<file path="src/rtl/cpu_pkg.sv">
// Shared MIPS core constants: word width, reset/exception PCs, $ra index.
// Also holds the next-PC source encoding and the j/jal target helper.
package cpu_pkg;

  localparam int WORD_W = 32;
  localparam logic [WORD_W-1:0] RESET_PC   = 32'h0000_3000;
  localparam logic [WORD_W-1:0] EXC_VECTOR = 32'h0000_4180;
  localparam logic [4:0]        REG_RA     = 5'd31;

  typedef enum logic [2:0] {
    SEL_SEQ,
    SEL_BR,
    SEL_JAL,
    SEL_JR,
    SEL_HOLD,
    SEL_EXC,
    SEL_ERET
  } npc_sel_e;

  function automatic logic [WORD_W-1:0] jump_target(input logic [WORD_W-1:0] cur_pc,
                                                    input logic [25:0]       idx);
    return {cur_pc[31:28], idx, 2'b00};
  endfunction

endpackage

</file>
<file path="src/rtl/ras_stack.sv">
// Circular return-address stack; push/pop take effect on the next edge, top/empty are combinational.
// A push when full overwrites the oldest entry; a pop when empty is ignored.
module ras_stack
  import cpu_pkg::*;
#(
  parameter int DEPTH = 4,
  parameter int W     = WORD_W
) (
  input  logic         clk,
  input  logic         reset,
  input  logic         push,
  input  logic         pop,
  input  logic [W-1:0] push_data,
  output logic [W-1:0] top,
  output logic         empty
);

  localparam int AW = $clog2(DEPTH);
  localparam int CW = AW + 1;

  logic [W-1:0]  mem [DEPTH];
  logic [AW-1:0] sp;
  logic [AW-1:0] sp_dec;
  logic [CW-1:0] count;

  assign sp_dec = sp - AW'(1);
  assign empty  = (count == '0);
  assign top    = empty ? '0 : mem[sp_dec];

  always_ff @(posedge clk) begin
    if (!reset) begin
      sp    <= '0;
      count <= '0;
    end else if (push) begin
      sp <= sp + AW'(1);
      if (count != CW'(DEPTH)) count <= count + CW'(1);
    end else if (pop && !empty) begin
      sp    <= sp_dec;
      count <= count - CW'(1);
    end
  end

  // Entries are never cleared; count alone decides what is valid.
  always_ff @(posedge clk) begin
    if (reset && push) mem[sp] <= push_data;
  end

endmodule

</file>
<file path="src/rtl/npc_ras.sv">
// Registered PC with next-PC mux, exception vectoring and a jal/jr return-address stack.
// One-cycle latency from controls to pc; stall holds the PC and the stack unless an exception or eret redirects.
module npc_ras
  import cpu_pkg::*;
#(
  parameter logic [WORD_W-1:0] RESET_PC   = cpu_pkg::RESET_PC,
  parameter logic [WORD_W-1:0] EXC_VECTOR = cpu_pkg::EXC_VECTOR,
  parameter int                RAS_DEPTH  = 4,
  parameter int                CNT_W      = 16
) (
  input  logic              clk,
  input  logic              reset,
  input  logic              stall,
  input  logic              exc_req,
  input  logic              eret,
  input  logic [31:0]       epc,
  input  logic              branch,
  input  logic              zero,
  input  logic [31:0]       sign_imm,
  input  logic              jal_sel,
  input  logic              link,
  input  logic [25:0]       instr_index,
  input  logic              jr_sel,
  input  logic              ret_hint,
  input  logic [31:0]       rd1,
  output logic [31:0]       pc,
  output logic [31:0]       pc_plus4,
  output logic [31:0]       ras_top,
  output logic              ras_hit,
  output logic [CNT_W-1:0]  ras_miss_cnt,
  output logic              adel
);

  npc_sel_e          sel;
  logic [31:0]       pc_q;
  logic [31:0]       pc_d;
  logic [31:0]       br_off;
  logic              ras_push;
  logic              ras_pop;
  logic              ras_empty;
  logic [CNT_W-1:0]  miss_q;

  assign pc       = pc_q;
  assign pc_plus4 = pc_q + 32'd4;
  assign br_off   = sign_imm << 2;
  assign adel     = |pc_q[1:0];

  always_comb begin
    sel = SEL_SEQ;
    if (exc_req)              sel = SEL_EXC;
    else if (eret)            sel = SEL_ERET;
    else if (stall)           sel = SEL_HOLD;
    else if (jal_sel)         sel = SEL_JAL;
    else if (jr_sel)          sel = SEL_JR;
    else if (branch && zero)  sel = SEL_BR;
  end

  always_comb begin
    pc_d = pc_plus4;
    case (sel)
      SEL_EXC:  pc_d = EXC_VECTOR;
      SEL_ERET: pc_d = epc;
      SEL_HOLD: pc_d = pc_q;
      SEL_JAL:  pc_d = jump_target(pc_q, instr_index);
      SEL_JR:   pc_d = rd1;
      SEL_BR:   pc_d = pc_plus4 + br_off;
      default:  pc_d = pc_plus4;
    endcase
  end

  always_ff @(posedge clk) begin
    if (!reset) pc_q <= RESET_PC;
    else        pc_q <= pc_d;
  end

  // Stack traffic only when the jump itself is the selected source.
  assign ras_push = reset && (sel == SEL_JAL) && link;
  assign ras_pop  = reset && (sel == SEL_JR)  && ret_hint;

  ras_stack #(
    .DEPTH (RAS_DEPTH),
    .W     (WORD_W)
  ) u_ras (
    .clk       (clk),
    .reset     (reset),
    .push      (ras_push),
    .pop       (ras_pop),
    .push_data (pc_plus4),
    .top       (ras_top),
    .empty     (ras_empty)
  );

  assign ras_hit = jr_sel && ret_hint && !ras_empty && (ras_top == rd1);

  always_ff @(posedge clk) begin
    if (!reset)
      miss_q <= '0;
    else if (ras_pop && !ras_hit && (miss_q != '1))
      miss_q <= miss_q + CNT_W'(1);
  end

  assign ras_miss_cnt = miss_q;

endmodule
</file>
<file path="config.mk">
export PLATFORM = sky130hd
export DESIGN_NAME = npc_ras
export DESIGN_NICKNAME = d
export VERILOG_FILES = /design/src/rtl/cpu_pkg.sv /design/src/rtl/ras_stack.sv /design/src/rtl/npc_ras.sv
export SDC_FILE = /design/constraint.sdc
export NUM_CORES = 1
export LEC_CHECK = 0
export ABC_AREA = 1
export BUFFER_PORTS_ARGS = -buffer_cell sky130_fd_sc_hd__buf_4
export CAP_MARGIN = 40
export CORE_ASPECT_RATIO = 1.75
export CORE_MARGIN = 1.5
export CORE_UTILIZATION = 55
export DETAILED_ROUTE_END_ITERATION = 10
export HOLD_SLACK_MARGIN = 0.1
export PLACE_DENSITY = 0.82
export SKIP_CTS_REPAIR_TIMING = 1
export SYNTH_ARGS = -nofsm -noshare
export SYNTH_HDL_FRONTEND = slang
export SYNTH_SLANG_ARGS = --single-unit
export TNS_END_PERCENT = 5
</file>
<file path="constraint.sdc">
create_clock -name clk -period 10.45 [get_ports clk]
set_clock_uncertainty 0.1 [all_clocks]
set_input_delay 2.09 -clock clk [delete_from_list [all_inputs] [get_ports clk]]
set_output_delay 2.09 -clock clk [all_outputs]
set_load 0.005 [all_outputs]
</file>
==> flow_summary.yaml <==
grt:
  grt_pass1_wl_mm: 65.8
  grt_pass1_vias: 12300
  grt.overflow.total: 0
  track_usage_pct: 38.1
  grt_start_max_net_pins: 70
  antenna_found_initial: 0
critical_path:
  worstPathMaxFanout: 65
  slowest_delay_ns: 0.54
  slowest_stage: "inv_2"
  path_cells: "inv_4 -> ha_1 -> inv_2 -> o21ai_0 -> o21ai_1 -> nand3_1 -> nand2_1 -> nand2_1 -> nor2_1 -> nand2_1 -> nor2_2 -> nand2_4 -> inv_1 -> buf_4"
  rr_endpoint: "pc[24]$_SDFFE_PN0P_"
  crit_type: "register to output pin"
  r2r_cells: 17
  cp.arrival_ns: 3.77
  start_kind: "register"
  cp_common_cell: "nand2_1"
  reg2reg_slack_ns: 5.79
  r2r_start: "pc[2]$_SDFFE_PN0P_"
  crit_path_end_kind: "output pin"
  required_ns: 8.26
worst_hold_path:
  min_delay_path_depth: 2
  min_to: "u_ras.count[2]$_SDFFE_PN0P_"
  worst_hold_path_type: "register to register"
  min_from: "u_ras.count[2]$_SDFFE_PN0P_"
floorplan:
  pin_count: 247
  start_util_pct: 55.6
  dieArea_um2: 23200
  die_w_um: 116
  core_area_um2: 22000
  dieHeight_um: 200
  rows: 72
synthesis:
  synth-main-ff-cell: "edfxtp_1"
  yosysMostFrequentCell: "nand2_1"
  yosysUniqueCellTypes: 53
  ys_async_sr_fraction_pct: 0
  synth_nets: 1874
  synth_top_cells_by_count: "532 x nand2_1, 257 x inv_1, 145 x nand3_1"
  avgSynthCellArea_um2: 7.19
  synth_area_leaders: "edfxtp_1 31%, nand2_1 16%, dfxtp_1 8.7%"
  synth_top_area_share_pct: 31.4
  synth-seq-area-share_pct: 40.1
  synth-edff-count: 128
  synthCells: 1700
  synth_area_leader_cell: "edfxtp_1"
  yosys_warnings: 0
  synth-seq-cells: 181
  synth.cell_area_um2: 12200
timing:
  slew_viol_final: 0
  max_slew_margin_pct: 38.8
  hold_violations: 0
  finalSetupViolCount: 0
  fin_crit_sh_pct: 57.0
  max_freq_mhz: 168
  fin_tns_setup_ns: 0
  tightest_slew_ns: 0.919
  rsz0062_at_grt: "false"
  holdWs_ns: 0.425
  post-route-min-period_ns: 5.96
pwr:
  power.density_nw_per_um2: 123
  p_leak_nw: 7.18
  power.total_mw: 1.83
  ir_drop_uv: 86.9
run:
  max_cap_viol_count: 0
layout:
  drive_above_1_share_pct: 17.6
  fin_area_um2: 14900
  fin_nets: 2095
  multiInputGateArea_um2: 6010
  seq_area_um2: 4910
  fillers: 1947
  syn2layout_area_growth_pct: 21.9
  antenna_cells: 0
  fin_util_pct: 67.8
route:
  routed-via-count: 12600
  via_per_inst: 5.64
  routed_wl_mm: 43.7
  wire_per_inst_um: 19.6
  drtIter0Drc: 1275
  drt_first_pass_iters: 8
  antenna_left: 0
  drcViolationCount: 0
clock_tree:
  htreeDepth: 4
  cts_tree: "built"
  worstSkewPairLatency_ns: 0.45
  path_clk_slew_ns: 0.07
  clock-sinks: 181
  cts_inserted_buffers: 17
  clk_path_buf_depth: 2
  clock-root-buffer: "clkbuf_16"
place:
  place.gp.congestion: 1.06
  placed_cell_area_um2: 14300
  io_buffer_count: 244
  dp.final_hpwl_mm: 33.4
status:
  outcome: "finished clean"
==> sequential cells by signal (all words and copies together) (netlist names) <==
signal	flops
ras_miss_cnt	16
u_ras.mem	128
u_ras.count	3
u_ras.sp	2
pc	32
==> logic make-up after synthesis <==
family | count (synthesis) | share of synthesized area [%]
flip-flops | 181 | 40.1
AO/OA/AOI/OAI | 239 | 11.4
AND/OR/NAND/NOR | 876 | 30.3
XOR/XNOR | 41 | 2.94
adder cells (fa/ha/maj) | 41 | 4.32
buffers and inverters | 322 | 10.8
==> critical path, delay by kind of cell, from the launching register on <==
family          cells  cell delay, ns
buf+inv             4            1.23
fa+ha+maj           1            0.37
flops               1            0.34
simple gates        7            0.86
compound gates      2            0.49
==> layout make-up <==
class | count | area share [%]
clock inverters | 12 | 1.08
repair buffers | 258 | 13.4
clock buffers | 20 | 3.06
flip-flops and latches | 181 | 32.9
inverters | 266 | 6.72
well taps | 296 | 2.49
multi-input cells | 1197 | 40.3
==> through the flow <==
step | instances | setup slack, ns
6_report | 2230 | 4.49
5_1_grt | 2230 | 4.23
4_1_cts | 2230 | 4.47
3_5_place_dp | 2198 | 4.82
3_3_place_gp | 2195 | 4.85
2_1_floorplan | 1700 | 5.26
==> worst max-delay path by stage <==
stage,start,to,slack (ns),cells past startpoint
floorplan,ret_hint,ras_hit,5.26,11
global placement,rd1[3],ras_hit,4.85,11
detailed placement,rd1[3],ras_hit,4.82,11
CTS,u_ras.sp[0]$_SDFFE_PN0P_,ras_hit,4.47,14
global route,u_ras.sp[0]$_SDFFE_PN0P_,ras_hit,4.23,14
finish,u_ras.sp[0]$_SDFFE_PN0P_,ras_hit,4.49,14
==> power by group <==
group          internal (mW)  switching, mW  total [mW]
combinational          0.134          0.217       0.351
sequential             0.782         0.0201       0.802
clock                  0.374          0.299       0.672
==> routing by layer <==
metal / part of all wire (%) / track usage [%] / routed length (um) / vias up
met3: 8.6 / 7.87 / 3770 / 175
met5: 0 / 0 / 0 / -
met2: 49 / 64.1 / 21500 / 669
li1: - / - / - / 5964
met4: 7.0 / 23.6 / 3060 / 0
met1: 35 / 43.4 / 15300 / 5762
==> layout by cell type, fill, tap and decap left out, types with 5 or more instances in the layout <==
master     instances
a21oi_1           98
a21oi_2           10
a221oi_1          10
a22oi_1            7
buf_4            255
clkbuf_16         17
dfxtp_1           52
edfxtp_1         128
ha_1              39
inv_1            257
inv_2              6
inv_6              5
nand2_1          532
nand2_2           15
nand3_1          145
nand3b_1          17
nand4_1           15
nor2_1           105
nor2_2             9
nor3_1            24
o211ai_1           8
o21ai_0           72
o21bai_1           7
xnor2_1           11
xor2_1            30
No activity file was read; power rests on OpenSTA's default activity.
